## src/rtl/audio_recorder_ctrl.sv

```systemverilog
// rtl/audio_recorder_ctrl.sv - left-channel codec ADC capture to SRAM with record/pause/full status
module audio_recorder_ctrl #(
  parameter logic [19:0] ADDR_MAX    = 20'hFFFFF,
  parameter int          SYNC_STAGES = 2
) (
  input  logic        i_clk,
  input  logic        i_rst,
  input  logic        i_start,
  input  logic        i_pause,
  input  logic        i_stop,
  input  logic        i_aud_bclk,
  input  logic        i_aud_adclrck,
  input  logic        i_aud_adcdat,
  output logic [19:0] o_sram_addr,
  output logic [15:0] o_sram_data,
  output logic        o_sram_we_n,
  output logic [3:0]  o_state,
  output logic [19:0] o_addr,
  output logic [15:0] o_record_data,
  output logic        o_full
);

  // Encodings match what the LED block decodes: [0]=active, [1]=paused, [2]=write mode.
  typedef enum logic [3:0] {
    S_IDLE   = 4'b0000,
    S_RECORD = 4'b0101,
    S_PAUSE  = 4'b0110,
    S_FULL   = 4'b0100
  } state_t;

  state_t r_state, w_next_state;

  logic [SYNC_STAGES-1:0] r_bclk_sync, r_lr_sync, r_dat_sync;
  logic        r_bclk_d, r_lr_d;
  logic        r_armed;
  logic [4:0]  r_bit_cnt;
  logic [15:0] r_shift;
  logic [19:0] r_sram_addr, r_addr;
  logic [15:0] r_sram_data, r_record_data;
  logic        r_sram_we_n, r_full;

  logic        w_bclk, w_lr, w_dat, w_bclk_rise, w_lr_fall;
  logic        w_recording, w_bit_take, w_word_done, w_write_go, w_clear_addr;
  logic [15:0] w_sample;

  assign w_bclk      = r_bclk_sync[SYNC_STAGES-1];
  assign w_lr        = r_lr_sync[SYNC_STAGES-1];
  assign w_dat       = r_dat_sync[SYNC_STAGES-1];
  assign w_bclk_rise = w_bclk & ~r_bclk_d;
  assign w_lr_fall   = ~w_lr & r_lr_d;

  assign w_recording  = (r_state == S_RECORD);
  assign w_bit_take   = w_recording && r_armed && w_bclk_rise && !w_lr_fall && (r_bit_cnt < 5'd16);
  assign w_word_done  = w_bit_take && (r_bit_cnt == 5'd15);
  assign w_sample     = {r_shift[14:0], w_dat};
  // A pause/stop on the completing cycle moves the FSM away and drops the word.
  assign w_write_go   = w_word_done && (w_next_state == S_RECORD);
  assign w_clear_addr = ((r_state == S_IDLE) || (r_state == S_FULL)) && (w_next_state == S_RECORD);

  always_ff @(posedge i_clk) begin
    if (i_rst) begin
      r_bclk_sync <= '0;
      r_lr_sync   <= '0;
      r_dat_sync  <= '0;
      r_bclk_d    <= 1'b0;
      r_lr_d      <= 1'b0;
    end else begin
      r_bclk_sync <= {r_bclk_sync[SYNC_STAGES-2:0], i_aud_bclk};
      r_lr_sync   <= {r_lr_sync[SYNC_STAGES-2:0], i_aud_adclrck};
      r_dat_sync  <= {r_dat_sync[SYNC_STAGES-2:0], i_aud_adcdat};
      r_bclk_d    <= w_bclk;
      r_lr_d      <= w_lr;
    end
  end

  always_ff @(posedge i_clk) begin
    if (i_rst) begin
      r_armed   <= 1'b0;
      r_bit_cnt <= 5'd0;
      r_shift   <= 16'd0;
    end else if (!w_recording) begin
      r_armed   <= 1'b0;
      r_bit_cnt <= 5'd0;
    end else if (w_lr_fall) begin
      r_armed   <= 1'b1;
      r_bit_cnt <= 5'd0;
    end else if (w_bit_take) begin
      r_shift   <= w_sample;
      r_bit_cnt <= r_bit_cnt + 5'd1;
    end
  end

  always_ff @(posedge i_clk) begin
    if (i_rst) r_state <= S_IDLE;
    else       r_state <= w_next_state;
  end

  always_comb begin
    w_next_state = r_state;
    case (r_state)
      S_IDLE:   if (!i_stop && !i_pause && i_start) w_next_state = S_RECORD;
      S_RECORD: begin
        if (i_stop)                                         w_next_state = S_IDLE;
        else if (i_pause)                                   w_next_state = S_PAUSE;
        else if (!r_sram_we_n && (r_sram_addr == ADDR_MAX)) w_next_state = S_FULL;
      end
      S_PAUSE: begin
        if (i_stop)       w_next_state = S_IDLE;
        else if (i_pause) w_next_state = S_RECORD;
      end
      S_FULL: begin
        if (i_stop)                   w_next_state = S_IDLE;
        else if (!i_pause && i_start) w_next_state = S_RECORD;
      end
      default: w_next_state = S_IDLE;
    endcase
  end

  always_ff @(posedge i_clk) begin
    if (i_rst) begin
      r_sram_addr   <= 20'd0;
      r_sram_data   <= 16'd0;
      r_sram_we_n   <= 1'b1;
      r_addr        <= 20'd0;
      r_record_data <= 16'd0;
      r_full        <= 1'b0;
    end else begin
      r_sram_we_n <= 1'b1;
      r_full      <= (w_next_state == S_FULL);
      if (w_clear_addr) begin
        r_addr        <= 20'd0;
        r_record_data <= 16'd0;
      end else if (!r_sram_we_n) begin
        r_addr <= (r_sram_addr == ADDR_MAX) ? ADDR_MAX : r_addr + 20'd1;
      end
      if (w_write_go) begin
        r_sram_we_n   <= 1'b0;
        r_sram_addr   <= r_addr;
        r_sram_data   <= w_sample;
        r_record_data <= w_sample;
      end
    end
  end

  assign o_sram_addr   = r_sram_addr;
  assign o_sram_data   = r_sram_data;
  assign o_sram_we_n   = r_sram_we_n;
  assign o_state       = r_state;
  assign o_addr        = r_addr;
  assign o_record_data = r_record_data;
  assign o_full        = r_full;

endmodule

```

## config.mk

```make
export PLATFORM = sky130hd
export DESIGN_NAME = audio_recorder_ctrl
export DESIGN_NICKNAME = d
export VERILOG_FILES = /design/src/rtl/audio_recorder_ctrl.sv
export SDC_FILE = /design/constraint.sdc
export NUM_CORES = 1
export LEC_CHECK = 0
export BUFFER_PORTS_ARGS = -buffer_cell sky130_fd_sc_hd__clkbuf_2
export CAP_MARGIN = 30
export CORE_ASPECT_RATIO = 1.2
export CORE_MARGIN = 2
export CORE_UTILIZATION = 49
export DETAILED_ROUTE_END_ITERATION = 7
export GPL_TIMING_DRIVEN = 0
export PLACE_DENSITY = 0.86
export SLEW_MARGIN = 20
export SYNTH_ARGS = -nofsm -noshare
export SYNTH_HDL_FRONTEND = slang
export SYNTH_SLANG_ARGS = --single-unit
```

## constraint.sdc

```tcl
create_clock -name i_clk -period 1.8 [get_ports i_clk]
set_input_delay 0.36 -clock i_clk [delete_from_list [all_inputs] [get_ports i_clk]]
set_output_delay 0.36 -clock i_clk [all_outputs]
set_load 0.05 [all_outputs]
```

==> flow_summary.toml <==
[run_status]
run_status = "finished, violations left"
failed_checks = "negative setup slack"

[setup_path]
crit_chain = "nand4bb_4, or3_4, a211oi_4, buf_6, buf_6, buf_6, buf_8, o21ai_1"
r2r_end = "o_sram_addr[19]$_SDFFE_PP0P_"
end_kind = "flip-flop"
rrSetupSlack_ps = -100
path_max_fanout = 5
crit_family = "simple AND/OR/NAND/NOR gates"
crit_buf_inv = 4
slowest_stage = "or3_4"
r2r-start = "o_state[3]$_SDFF_PP0_"
required_ps = 2080
crit_path_max_incr_delay_ps = 370
crit_type = "reg2reg"
r2r_cells = 8
path_common_cell = "buf_6"
cp-start-kind = "flip-flop"
critPathArrivalTime_ps = 2180

[power]
total_power_mw = 4.13
p_leak_nw = 2.23
p_int_mw = 3.12
powerDensity_nw_per_um2 = 754
swShare_pct = 24.6
pwr-share-clk_pct = 39.5
p_seq_share_pct = 57.5
ir_drop_v = 0.000442
p_comb_share_pct = 3.0
p_switching_mw = 1.02

[logic_synthesis]
ys_seq_area_share_pct = 49.9
synth-async-reset-ratio_pct = 0
syn_nets = 463
ys_warn_count = 0
synth_flop_cell = "dfxtp_1"
syn_avg_cell_area_um2 = 9.49
ys_types = 37
synth_area_um2 = 4290
synth-edff-count = 0
ys_seq_elements = 107
synth_cells = 452

[cells_and_area]
diodes = 0
final.fill_count = 664
final_nets = 575
area_growth_pct = 27.7
final_cell_count_no_fill = 686
final_common_cell = "clkbuf_2"
drive_above_1_share_pct = 32.2
final_cell_mix = "clkbuf_2 (85), dfxtp_1 (79), nand3b_1 (51)"
design_area_um2 = 5480

[sta]
slew_violations = 0
fin_crit_sh_pct = 106
hold_ws_ps = 185
rsz0062_at_grt = "yes"
hold_viol = 0
finalCriticalPeriod_ps = 1900
finClkSkew_ps = 25.0
fmax_ghz = 0.526
finalSetupViolations = 35
fin_ws_ps = -101

[global_routing]
grt_pass1_wl_um = 17200
grt_overflow_total = 0
track_usage_pct = 23.2
antenna_found_initial = 0
grt_pass1_vias = 3590
grt_max_degree = 22

[clocking]
cts_buffer_depth = 2
cts_tree = "yes"
cts_num_sinks = 107
cts_buffers = 9
cts-root-buf = "clkbuf_8"
insertion_delay_ps = 390
cts_htree_levels = 3
path_clk_slew_ps = 110
cts.hold.buffers_added = 0

[die]
row_count = 37
io_pins = 86
start_util_pct = 50.1
dieArea_um2 = 9520
die_w_um = 89.4
die_y_um = 107
coreArea_um2 = 8560

[place]
place_hpwl_um = 7440
routabilityCongestion = 0.882
dp.cells = 653
placed_area_um2 = 4930
pre_cts_ws_ps = -227
portBuffers = 84

[flow_run]
maxCapViolCount = 0

[detailed_routing]
ant_nets = 0
wl_um = 11400
vias = 3774
drt-wirelength-per-cell_um = 16.6
drtPass1Iterations = 5
drc = 0
viasPerCell = 5.50
drtIter0Drc = 201

[hold_path]
hold_depth = 2
hp-start = "i_aud_adclrck"
hold_end = "r_lr_sync[0]$_SDFF_PP0_"
hp-class = "in2reg"
final cells by class:
| type | count | area [µm²] | share of cell area [%] |
|---|---|---|---|
| multi-input cells | 311 | 2100 | 38.3 |
| repair buffers | 103 | 607 | 11.1 |
| plain buffers | 28 | 193 | 3.52 |
| flip-flops and latches | 107 | 2190 | 39.9 |
| inverters | 4 | 15.0 | 0.274 |
| well taps | 117 | 146 | 2.67 |
| clock buffers | 9 | 124 | 2.26 |
| clock inverters | 7 | 108 | 1.96 |
worst max-delay path by stage:
stage          cells after the start                        endpoint  slack [ps]                      start
2_1_floorplan                      5         o_addr[17]$_SDFFE_PP0N_          10     o_addr[7]$_SDFFE_PP0N_
3_3_place_gp                       7  o_record_data[11]$_SDFFE_PP0P_        -140  r_bit_cnt[0]$_SDFFE_PP0P_
3_5_place_dp                       7   o_record_data[4]$_SDFFE_PP0P_        -230  r_bit_cnt[0]$_SDFFE_PP0P_
4_1_cts                            9     o_sram_data[2]$_SDFFE_PP0P_         -70  r_bit_cnt[0]$_SDFFE_PP0P_
5_1_grt                            9    o_sram_addr[19]$_SDFFE_PP0P_        -140      o_state[3]$_SDFF_PP0_
6_report                           8    o_sram_addr[19]$_SDFFE_PP0P_        -100      o_state[3]$_SDFF_PP0_
through the flow:
stage / util [%] / TNS [ps]
2_1_floorplan: - / 0
3_3_place_gp: 57.5 / -5060
3_5_place_dp: 57.5 / -9610
4_1_cts: 62.2 / -1560
5_1_grt: 64.0 / -4570
6_report: 64.0 / -1490
state kept, by name, summed over array words and instances, names as in the netlist, 4 cells and up:
signal,flops
o_addr,20
o_record_data,16
o_sram_addr,20
o_sram_data,16
o_state,4
r_bit_cnt,5
r_shift,15
per-layer routing:
metal  up-vias  share of wire, %  global-route usage (%)
met2       142                51                    40.2
met4         0               2.2                    8.00
met5         -                 0                       0
met3        22               5.8                    5.82
met1      1820                41                    27.4
li1       1790                 -                       -
power by group through the flow:
| stage | combinational [mW] | clock, mW | sequential [mW] |
|---|---|---|---|
| 6_report | 0.124 | 1.63 | 2.38 |
| 5_1_grt | 0.133 | 1.74 | 2.38 |
| 4_1_cts | 0.119 | 1.64 | 2.38 |
| 3_5_place_dp | 0.117 | 0 | 2.43 |
| 3_3_place_gp | 0.115 | 0 | 2.43 |
| 2_1_floorplan | 0.0754 | 0 | 2.44 |
cells by family (layout without fill, tap and decap cells):
logic type | after synthesis | in the layout | synth area share, %
other | 1 | 1 | 0.0874
AOI/OAI and AO/OA | 81 | 81 | 9.94
buffers and inverters | 34 | 151 | 3.76
xor gates and xnor gates | 21 | 21 | 4.29
muxes | 19 | 19 | 4.43
DFF | 107 | 107 | 49.9
and+or+nand+nor | 186 | 186 | 26.7
adders and majority gates | 3 | 3 | 0.875
cells in the mapped netlist, types with 9 or more instances:
master / n / area (µm²)
nand2_1: 10 / 37.5
mux2i_1: 19 / 190
nor2_1: 32 / 120
nand3b_1: 51 / 383
xnor2_1: 9 / 78.8
nand3_1: 10 / 50.1
dfxtp_1: 107 / 2140
xor2_1: 12 / 105
o21ai_0: 49 / 245
clkbuf_1: 23 / 86.3
nor2b_1: 9 / 56.3
a21oi_1: 25 / 125
nand4_1: 10 / 62.6
nand2b_1: 39 / 244
what timing repair did:
action / CTS / global route
gates resized for setup: 57 / 39
gates cloned: 1 / 2
setup buffers: 9 / 7
endpoints found under the setup margin: 63 / 70
pin swaps: 11 / 4
Note: power is estimated with default switching activity, not from simulation.
